**config.mk**
```make
export PLATFORM = sky130hd
export DESIGN_NAME = mips_exec_datapath
export DESIGN_NICKNAME = d
export VERILOG_FILES = /design/src/rtl/mips_pkg.sv /design/src/rtl/alu.sv /design/src/rtl/mips_exec_datapath.sv
export SDC_FILE = /design/constraint.sdc
export NUM_CORES = 2
export LEC_CHECK = 0
export BUFFER_PORTS_ARGS = -buffer_cell sky130_fd_sc_hd__buf_2
export CORE_MARGIN = 8
export CORE_UTILIZATION = 40
export DETAILED_ROUTE_END_ITERATION = 12
export SKIP_LAST_GASP = 1
export SYNTH_ARGS = -nofsm -noshare
export SYNTH_HDL_FRONTEND = slang
export SYNTH_SLANG_ARGS = --single-unit
```
**constraint.sdc**
```tcl
create_clock -name clk -period 5.6 [get_ports clk]
set_input_delay 0.56 -clock clk [delete_from_list [all_inputs] [get_ports clk]]
set_output_delay 0.56 -clock clk [all_outputs]
set_load 0.01 [all_outputs]
```
**src/rtl/mips_pkg.sv**
```systemverilog
// rtl/mips_pkg.sv - shared encodings for the MIPS-subset execute datapath
// Holds opcode/funct field values, the 4-bit ALU op enum, and the
// B-operand (alu_src) and writeback-source (regsel) selector enums.
package mips_pkg;

    localparam logic [5:0] OP_RTYPE = 6'h00;
    localparam logic [5:0] OP_ADDI  = 6'h08;
    localparam logic [5:0] OP_ADDIU = 6'h09;
    localparam logic [5:0] OP_SLTI  = 6'h0A;
    localparam logic [5:0] OP_SLTIU = 6'h0B;
    localparam logic [5:0] OP_ANDI  = 6'h0C;
    localparam logic [5:0] OP_ORI   = 6'h0D;
    localparam logic [5:0] OP_XORI  = 6'h0E;
    localparam logic [5:0] OP_LUI   = 6'h0F;
    localparam logic [5:0] OP_COP0  = 6'h10;

    localparam logic [4:0] RS_MFC0  = 5'h00;
    localparam logic [4:0] RS_MTC0  = 5'h04;

    localparam logic [5:0] FN_SLL   = 6'h00;
    localparam logic [5:0] FN_SRL   = 6'h02;
    localparam logic [5:0] FN_SRA   = 6'h03;
    localparam logic [5:0] FN_MFHI  = 6'h10;
    localparam logic [5:0] FN_MFLO  = 6'h12;
    localparam logic [5:0] FN_MULT  = 6'h18;
    localparam logic [5:0] FN_MULTU = 6'h19;
    localparam logic [5:0] FN_ADD   = 6'h20;
    localparam logic [5:0] FN_ADDU  = 6'h21;
    localparam logic [5:0] FN_SUB   = 6'h22;
    localparam logic [5:0] FN_SUBU  = 6'h23;
    localparam logic [5:0] FN_AND   = 6'h24;
    localparam logic [5:0] FN_OR    = 6'h25;
    localparam logic [5:0] FN_XOR   = 6'h26;
    localparam logic [5:0] FN_NOR   = 6'h27;
    localparam logic [5:0] FN_SLT   = 6'h2A;
    localparam logic [5:0] FN_SLTU  = 6'h2B;

    typedef enum logic [3:0] {
        ALU_AND  = 4'h0,
        ALU_OR   = 4'h1,
        ALU_XOR  = 4'h2,
        ALU_NOR  = 4'h3,
        ALU_ADD  = 4'h4,
        ALU_SUB  = 4'h5,
        ALU_MULS = 4'h6,
        ALU_MULU = 4'h7,
        ALU_SLT  = 4'h8,
        ALU_SLTU = 4'h9,
        ALU_SLL  = 4'hA,
        ALU_SRL  = 4'hB,
        ALU_SRA  = 4'hC
    } alu_op_e;

    typedef enum logic [1:0] {
        SRC_RT   = 2'd0,
        SRC_SEXT = 2'd1,
        SRC_ZEXT = 2'd2
    } alu_src_e;

    typedef enum logic [1:0] {
        SEL_ALU  = 2'd0,
        SEL_HI   = 2'd1,
        SEL_LO   = 2'd2,
        SEL_GPIO = 2'd3
    } regsel_e;

endpackage

```
**src/rtl/alu.sv**
```systemverilog
// rtl/alu.sv - combinational ALU for the execute stage
// Ports: a, b (32) operands; shamt (5) shift amount applied to b; op (alu_op_e);
//        lo (32) main result; hi (32) upper product half; zero = (lo == 0).
// Build option: HILO_MULT_EN adds the 32x32->64 multiplier; without it hi is 0.
import mips_pkg::*;

module alu (
    input  logic [31:0] a,
    input  logic [31:0] b,
    input  logic [4:0]  shamt,
    input  alu_op_e     op,
    output logic [31:0] lo,
    output logic [31:0] hi,
    output logic        zero
);

`ifdef HILO_MULT_EN
    logic [63:0] prod_s;
    logic [63:0] prod_u;

    assign prod_s = $signed({{32{a[31]}}, a}) * $signed({{32{b[31]}}, b});
    assign prod_u = {32'h0, a} * {32'h0, b};
`endif

    always_comb begin
        lo = 32'h0;
        hi = 32'h0;
        case (op)
            ALU_AND:  lo = a & b;
            ALU_OR:   lo = a | b;
            ALU_XOR:  lo = a ^ b;
            ALU_NOR:  lo = ~(a | b);
            ALU_ADD:  lo = a + b;
            ALU_SUB:  lo = a - b;
`ifdef HILO_MULT_EN
            ALU_MULS: {hi, lo} = prod_s;
            ALU_MULU: {hi, lo} = prod_u;
`endif
            ALU_SLT:  lo = {31'h0, $signed(a) < $signed(b)};
            ALU_SLTU: lo = {31'h0, a < b};
            ALU_SLL:  lo = b << shamt;
            ALU_SRL:  lo = b >> shamt;
            ALU_SRA:  lo = $unsigned($signed(b) >>> shamt);
            default:  lo = 32'h0;
        endcase
    end

    assign zero = (lo == 32'h0);

endmodule

```
**src/rtl/mips_exec_datapath.sv**
```systemverilog
// rtl/mips_exec_datapath.sv - execute/writeback datapath of the two-stage MIPS subset
// Ports: clk; rst (sync, active low); instruction_EX (32, 0 = NOP);
//        gpio_in (32, read by mfc0); gpio_out (32, written by mtc0).
// Build option: HILO_MULT_EN builds mult/multu/mfhi/mflo and the hi/lo registers.
import mips_pkg::*;

module mips_exec_datapath (
    input  logic        clk,
    input  logic        rst,
    input  logic [31:0] instruction_EX,
    input  logic [31:0] gpio_in,
    output logic [31:0] gpio_out
);

    logic [5:0]  op;
    logic [4:0]  rs;
    logic [4:0]  rt;
    logic [4:0]  rd;
    logic [4:0]  shamt;
    logic [5:0]  funct;
    logic [15:0] imm;

    assign op    = instruction_EX[31:26];
    assign rs    = instruction_EX[25:21];
    assign rt    = instruction_EX[20:16];
    assign rd    = instruction_EX[15:11];
    assign shamt = instruction_EX[10:6];
    assign funct = instruction_EX[5:0];
    assign imm   = instruction_EX[15:0];

    logic        wr_en;
    logic [4:0]  wr_addr;
    logic [31:0] wr_data;
    alu_op_e     alu_op;
    alu_src_e    alu_src;
    regsel_e     regsel;
    logic        hilo_we;
    logic        gpio_we;
    logic        is_lui;

    always_comb begin
        wr_en   = 1'b0;
        wr_addr = rt;
        alu_op  = ALU_ADD;
        alu_src = SRC_RT;
        regsel  = SEL_ALU;
        hilo_we = 1'b0;
        gpio_we = 1'b0;
        is_lui  = 1'b0;
        case (op)
            OP_RTYPE: begin
                wr_addr = rd;
                case (funct)
                    FN_ADD, FN_ADDU: begin wr_en = 1'b1; alu_op = ALU_ADD;  end
                    FN_SUB, FN_SUBU: begin wr_en = 1'b1; alu_op = ALU_SUB;  end
                    FN_AND:          begin wr_en = 1'b1; alu_op = ALU_AND;  end
                    FN_OR:           begin wr_en = 1'b1; alu_op = ALU_OR;   end
                    FN_XOR:          begin wr_en = 1'b1; alu_op = ALU_XOR;  end
                    FN_NOR:          begin wr_en = 1'b1; alu_op = ALU_NOR;  end
                    FN_SLT:          begin wr_en = 1'b1; alu_op = ALU_SLT;  end
                    FN_SLTU:         begin wr_en = 1'b1; alu_op = ALU_SLTU; end
                    FN_SLL:          begin wr_en = 1'b1; alu_op = ALU_SLL;  end
                    FN_SRL:          begin wr_en = 1'b1; alu_op = ALU_SRL;  end
                    FN_SRA:          begin wr_en = 1'b1; alu_op = ALU_SRA;  end
`ifdef HILO_MULT_EN
                    FN_MULT:         begin hilo_we = 1'b1; alu_op = ALU_MULS; end
                    FN_MULTU:        begin hilo_we = 1'b1; alu_op = ALU_MULU; end
                    FN_MFHI:         begin wr_en = 1'b1; regsel = SEL_HI; end
                    FN_MFLO:         begin wr_en = 1'b1; regsel = SEL_LO; end
`endif
                    default: ;
                endcase
            end
            OP_ADDI, OP_ADDIU: begin wr_en = 1'b1; alu_op = ALU_ADD;  alu_src = SRC_SEXT; end
            OP_SLTI:           begin wr_en = 1'b1; alu_op = ALU_SLT;  alu_src = SRC_SEXT; end
            OP_SLTIU:          begin wr_en = 1'b1; alu_op = ALU_SLTU; alu_src = SRC_SEXT; end
            OP_ANDI:           begin wr_en = 1'b1; alu_op = ALU_AND;  alu_src = SRC_ZEXT; end
            OP_ORI:            begin wr_en = 1'b1; alu_op = ALU_OR;   alu_src = SRC_ZEXT; end
            OP_XORI:           begin wr_en = 1'b1; alu_op = ALU_XOR;  alu_src = SRC_ZEXT; end
            // lui reuses the shifter: zero-extended imm shifted left by 16
            OP_LUI: begin
                wr_en   = 1'b1;
                alu_op  = ALU_SLL;
                alu_src = SRC_ZEXT;
                is_lui  = 1'b1;
            end
            OP_COP0: begin
                if (rs == RS_MTC0) begin
                    gpio_we = 1'b1;
                end else if (rs == RS_MFC0) begin
                    wr_en  = 1'b1;
                    regsel = SEL_GPIO;
                end
            end
            default: ;
        endcase
    end

    // Register file; the writeback register is its only write port.
    logic [31:0] regs [0:31];
    logic        wb_we;
    logic [4:0]  wb_addr;
    logic [31:0] wb_data;
    logic [31:0] rs_val;
    logic [31:0] rt_val;

    // Bypass lets the instruction right behind a producer read its result.
    always_comb begin
        if (rs == 5'd0)
            rs_val = 32'h0;
        else if (wb_we && wb_addr == rs)
            rs_val = wb_data;
        else
            rs_val = regs[rs];

        if (rt == 5'd0)
            rt_val = 32'h0;
        else if (wb_we && wb_addr == rt)
            rt_val = wb_data;
        else
            rt_val = regs[rt];
    end

    logic [31:0] alu_b;
    logic [4:0]  alu_shamt;
    logic [31:0] alu_lo;
    logic [31:0] alu_hi;
    logic        alu_zero;

    always_comb begin
        case (alu_src)
            SRC_SEXT: alu_b = {{16{imm[15]}}, imm};
            SRC_ZEXT: alu_b = {16'h0, imm};
            default:  alu_b = rt_val;
        endcase
    end

    assign alu_shamt = is_lui ? 5'd16 : shamt;

    alu u_alu (
        .a     (rs_val),
        .b     (alu_b),
        .shamt (alu_shamt),
        .op    (alu_op),
        .lo    (alu_lo),
        .hi    (alu_hi),
        .zero  (alu_zero)
    );

`ifdef HILO_MULT_EN
    logic [31:0] hi_q;
    logic [31:0] lo_q;

    always_ff @(posedge clk) begin
        if (!rst) begin
            hi_q <= 32'h0;
            lo_q <= 32'h0;
        end else if (hilo_we) begin
            hi_q <= alu_hi;
            lo_q <= alu_lo;
        end
    end
`endif

    always_comb begin
        case (regsel)
`ifdef HILO_MULT_EN
            SEL_HI:   wr_data = hi_q;
            SEL_LO:   wr_data = lo_q;
`endif
            SEL_GPIO: wr_data = gpio_in;
            default:  wr_data = alu_lo;
        endcase
    end

    always_ff @(posedge clk) begin
        if (!rst) begin
            wb_we   <= 1'b0;
            wb_addr <= 5'd0;
            wb_data <= 32'h0;
        end else begin
            wb_we   <= wr_en;
            wb_addr <= wr_addr;
            wb_data <= wr_data;
        end
    end

    always_ff @(posedge clk) begin
        if (!rst) begin
            for (int i = 0; i < 32; i++)
                regs[i] <= 32'h0;
        end else if (wb_we && wb_addr != 5'd0) begin
            regs[wb_addr] <= wb_data;
        end
    end

    always_ff @(posedge clk) begin
        if (!rst)
            gpio_out <= 32'h0;
        else if (gpio_we)
            gpio_out <= rt_val;
    end

endmodule

```
## Word level (Yosys, flattened, before mapping)

Memories as Yosys holds them, arrays and structs flattened.
Cells that the tools add are included.

| operators by class | value |
|---|---|
| reduce and logical (&&, ||, !) cells | 15 |
| magnitude comparators | 2 |
| bitwise gates (word level) | 4 |
| shift-type cells | 3 |
| mux-type cells | 29 |
| add/sub/neg operators | 2 |
| equality and inequality tests | 37 |

Operators by type and width:

| cell | number |
|---|---|
| case mux 32 bit (11 select lines) | 1 |
| 2-to-1 mux 32 bit | 6 |
| less-than comparator 32 bit | 2 |
| case mux 32 bit (2 select lines) | 1 |
| == test 6 bit, second input constant | 10 |
| == test 6 x 4 -> 1 bit, second input constant | 8 |
| case mux 4 bit (10 select lines) | 1 |
| adder 32 bit | 1 |
| AND 32 bit | 1 |
| NOT 32 bit | 1 |
| bitwise OR 32 bit | 1 |
| OR reduction 32 bit | 1 |
| left shift 32 x 5 -> 32 bit | 1 |
| >> shifter 32 x 5 -> 32 bit | 1 |
| >>> shifter 32 x 5 -> 32 bit | 1 |
| subtractor 32 bit | 1 |
| XOR 32 bit | 1 |
| case mux 4 bit (7 select lines) | 1 |
| == test 4 bit, second input constant | 5 |
| 2-to-1 mux 5 bit | 3 |
| OR reduction 13 bit | 1 |
| == test 6 x 2 -> 1 bit, second input constant | 2 |
| zero test 6 bit | 2 |
| 2-to-1 mux 1 bit | 11 |
| 18 further kinds | 28 |

| storage, ports and cells | value |
|---|---|
| logic and storage cells | 97 |
| register bits after elaboration | 70 |
| memories | 1 |
| RAM bits | 1024 |
| output and inout port bits | 32 |

Memories:

| name | depth | width | rd ports | clocked after memory_dff | write ports | RTL line | text |
|---|---|---|---|---|---|---|---|
| regs | 32 | 32 | 2 | 0 | 32 | mips_exec_datapath.sv:100 | `logic [31:0] regs [0:31];` |

## Longest topological paths before layout

| logic depth | value |
|---|---|
| depth in word-level cells | 9 |
| gate-level depth with buffers | 27 |
| depth with buffers taken out | 21 |

## By module

From an unflattened synthesis, not the netlist that was laid out.

| unflattened totals | value |
|---|---|
| cell total of the unflattened synthesis | 5778 |
| area total of the unflattened synthesis | 69210.1 sq um |

Modules (own cells, without submodules):

| module | cells an instance | times used | seq. area each (sq um) | area each (sq um) |
|---|---|---|---|---|
| mips_exec_datapath | 4192 | 1 | 32150.8 | 58437.3 |
| alu | 1586 | 1 | 0.0 | 10772.8 |

## Worst setup path before layout

Ideal clock, no wire load.

| path | value |
|---|---|
| path kind | input -> register |
| from | input instruction_EX[21] |
| to | register wb_data[27] |
| buffers on the path | 3 |
| arrival time | 5.859 ns |
| required time | 5.475 ns |
| library setup time | 0.125 ns |
| cell stages on the path | 22 |
| path slack | -0.384 ns |
| path through | clkbuf_1 > clkbuf_1 > buf_1 > mux4_2 > mux4_2 > mux2i_1 > nand2_1 > o21ai_0 > or2_2 > inv_1 > ha_1 > nor4_1 > o21ai_0 > a41o_1 > a211o_1 > a31o_2 > a31oi_1 > nor2_1 > a21o_1 > a221oi_1 > a21oi_1 > o41a_1 |

| on the way | value |
|---|---|
| word-level cells in the longest chain between the ends | 8 |

Ends and longest elaborated chain:

| element | RTL line | text |
|---|---|---|
| start, declared | mips_exec_datapath.sv:10 | `input logic [31:0] instruction_EX,` |
| branches (longest 7 deep; another with memory (32 x 32 bit)) | - |  |
| 2-to-1 mux 32 bit (*) | mips_exec_datapath.sv:166 | `case (regsel)` |
| end signal, assigned | mips_exec_datapath.sv:184 | `wb_data <= wr_data;` |
| end, declared | mips_exec_datapath.sv:103 | `logic [31:0] wb_data;` |

Every way passes the cells marked *.
A chain may end at the register's enable or synchronous reset.

==> flow_metrics.tcl <==
set metrics [dict create \
    outcome "finished, final reports clean" \
    fmaxAchievable_mhz 182.7 \
    viasPerCell 6.605 \
    holdPathStages 3 \
    hold_viol_final 0 \
    synth_simple_gate_area_share_pct 15.17 \
    design.core.area_sq_um 171400 \
    synthXorXnorAreaFrac_pct 0.4956 \
    via_count 58060 \
    r2r-start "regs[8][5]" \
    placed_cells 8551 \
    clkLatencyLatePin_ns 0.81 \
    total_power_mw 24.41 \
    reg2reg_depth 22 \
    yosys_register_bits 1094 \
    final_cell_count_no_fill 8790 \
    drive_gt1_share_pct 31.47 \
    report.final.slew_viol_count 0 \
    power.internal_mw 16.46 \
    root_buffer "clkbuf_16" \
    final_nets 6536 \
    fp-row-count 152 \
    netSwitchingPower_mw 7.951 \
    synthAdderAreaFrac_pct 1.964 \
    finClkSkew_ns 0.06482 \
    worst_hold_slack_ns 0.08030 \
    pwr-share-clk_pct 34.1 \
    syn_inst 5693 \
    ys_seq_area_share_pct 46.64 \
    ir_drop_mv 0.2963 \
    tightest_slew_ns 1.334 \
    antenna_left 0 \
    power_switching_share_pct 32.57 \
    initialDrtViolationCount 9345 \
    synthFlopType "edfxtp_1" \
    leakagePower_nw 31.84 \
    p_per_area_nw_per_um2 293.1 \
    synth_area_leader_cell "edfxtp_1" \
    min_period_over_period_pct 97.74 \
    grt_use_total_pct 34.32 \
    yosysMostFrequentCell "edfxtp_1" \
    tns_ns 0 \
    grt_start_max_net_pins 41 \
    cp_max_fo 3 \
    pre_cts_slack_ns -0.9023 \
    fin_crit_ns 5.473 \
    antenna_found_initial 33 \
    portBuffers 97 \
    power_frac_seq_pct 39.3 \
    setup_viol 0 \
    wl_met2_mm 145.8 \
    synthTopCellsByCount "1024 x edfxtp_1, 912 x and2_1, 530 x mux4_2, 422 x clkbuf_1, 289 x nand2_1" \
    ioPinCount 98 \
    gp_congestion 1.066 \
    combPwrFrac_pct 26.6 \
    initial_core_util_pct 40.23 \
    crit_path_end_kind "flip-flop" \
    dr.max_layer_used "met5" \
    synth_mux_area_share_pct 21.30 \
    synthArstFlopShare_pct 0 \
    synth-compound-area-share_pct 10.19 \
    synth_top_family_by_area "multiplexers" \
    worst_ep_required_time_ns 6.27 \
    finalWorstSetupSlack_ns 0.1266 \
    grt.overflow.total 0 \
    clk_pin_slew_worst_paths_ns 0.07 \
    cts_buffers 119 \
    avgRoutedWirePerCell_microns 37.60 \
    hp-start "gpio_in[22]" \
    synth_top_area_share_pct 44.61 \
    yosys-top-cells-area "edfxtp_1 45%, mux4_2 17%, and2_1 8.3%" \
    first_pass_iters 7 \
    dpl.hpwl_mm 233.3 \
    cts_max_level 3 \
    crit_arrival_ns 6.15 \
    grt_pass1_wl_mm 451.4 \
    wl_met3_mm 39.75 \
    synthesis.yosys.warnings 0 \
    max-slew-margin-rel_pct 10.85 \
    rrSetupSlack_ns 0.13 \
    cts_tree "yes" \
    hold_path.class "input pin to flip-flop" \
    fillers 15140 \
    die_x_microns 431.1 \
    rsz0062_at_grt "yes" \
    die_y_microns 431.1 \
    totalWireLength_mm 330.5 \
    worstSetupPathType "flip-flop to flip-flop" \
    maxCapViolations 0 \
    drc 0 \
    netlist_area_sq_um 68930 \
    ys_types 106 \
    avgSynthCellArea_sq_um 12.11 \
    synth-edff-count 1024 \
    grt_pass1_vias 55930 \
    die-area_sq_um 185900 \
    clk_path_buf_depth 3 \
    cp-start-kind "flip-flop" \
    cts.sinks 1094 \
    area_growth_syn_to_layout_pct 20.84 \
    wl_met1_mm 119.5 \
    ctsHoldBuffers 0 \
    startpoint "regs[8][5]" \
]
## logic make-up after synthesis
group | Yosys count
mux | 795
compound gates | 1037
xor+xnor | 39
simple gates | 1936
other cells | 1
fa+ha+maj | 107
buf+inv | 684
flops | 1094
## power by group through the flow
stage	Sequential, mW	Clock (mW)	Combinational, mW
detailed placement	9.73	0	6.23
CTS	9.56	8.34	6.26
global route	9.59	8.61	6.71
finish	9.59	8.33	6.49
global placement	9.72	0	6.23
floorplan	9.57	0	3.03
## placed cells by master, fill, tap and decap left out, types with 22 or more instances in the layout
| master | count |
|---|---|
| xnor2_1 | 29 |
| edfxtp_1 | 1024 |
| o221ai_1 | 27 |
| clkinv_1 | 25 |
| and2_1 | 910 |
| a211oi_1 | 40 |
| buf_12 | 64 |
| o21ai_0 | 189 |
| ha_1 | 103 |
| a31oi_1 | 41 |
| o211ai_1 | 48 |
| mux4_2 | 530 |
| nor2_1 | 251 |
| clkbuf_16 | 119 |
| or2_2 | 51 |
| dfxtp_1 | 68 |
| nor3_1 | 163 |
| inv_1 | 107 |
| nor2_4 | 33 |
| o22ai_1 | 42 |
| a21oi_1 | 197 |
| o21a_1 | 22 |
| and3_1 | 23 |
| conb_1 | 32 |
| mux2i_1 | 235 |
| nand3_1 | 79 |
| nand2_1 | 286 |
| buf_2 | 89 |
| or3_1 | 22 |
| buf_4 | 930 |
| mux2_2 | 23 |
| o21ai_1 | 22 |
| a22oi_1 | 85 |
| o21ai_4 | 31 |
| a21o_1 | 26 |
## critical path, stage by stage (launching register included)
cell,delay [ns]
edfxtp_1,0.46
mux4_2,0.48
mux4_2,0.46
mux2i_1,0.14
buf_4,0.19
nand2_1,0.07
o21ai_0,0.14
buf_4,0.16
or2_2,0.10
inv_1,0.06
ha_1,0.24
or3_1,0.40
o211a_1,0.26
o41ai_4,0.43
nand3b_1,0.20
and3_1,0.23
o41ai_2,0.28
buf_4,0.18
nor4_1,0.05
and4_1,0.21
a2111oi_1,0.34
buf_4,0.19
a21oi_1,0.05
## what timing repair did
item                       CTS  global route
buffers inserted             0             1
setup endpoints to repair    8            15
resized for setup            9            38
pin swaps                    0             4
## metal layers
| layer | track usage, % | vias to the layer above |
|---|---|---|
| li1 | - | 23070 |
| met1 | 43.83 | 29230 |
| met2 | 52.56 | 4663 |
| met3 | 8.714 | 1087 |
| met4 | 21.02 | 6 |
| met5 | 0 | - |
## through the flow
| step | area, sq um | utilization, % |
|---|---|---|
| after floorplan | 69080 | - |
| after global placement | 78970 | 46.09 |
| after detailed placement | 78970 | 46.09 |
| after CTS | 83060 | 48.47 |
| after global routing | 83240 | 48.58 |
| final | 83290 | 48.61 |
## cell type report
| class | count | area (sq um) | share of cell area [%] |
|---|---|---|---|
| diodes | 20 | 50.05 | 0.06009 |
| clock buffers | 135 | 3080 | 3.698 |
| clock inverters | 83 | 974.7 | 1.170 |
| inverters | 111 | 421.7 | 0.5062 |
| multi-input cells | 3946 | 34910 | 41.91 |
| flip-flops and latches | 1094 | 32150 | 38.60 |
| well taps | 2310 | 2890 | 3.470 |
| repair buffers | 1091 | 8813 | 10.58 |
## worst paths after layout
kind	end
min reg2reg	gpio_out[27]
max reg2reg	wb_data[31]
min	wb_data[22]
max	wb_data[31]
## flip-flops by register name, indices dropped and copies added (netlist names)
register / flops
wb_addr: 5
gpio_out: 32
wb_we: 1
wb_data: 32
regs: 1024
Power figures use the tool's default switching activity.
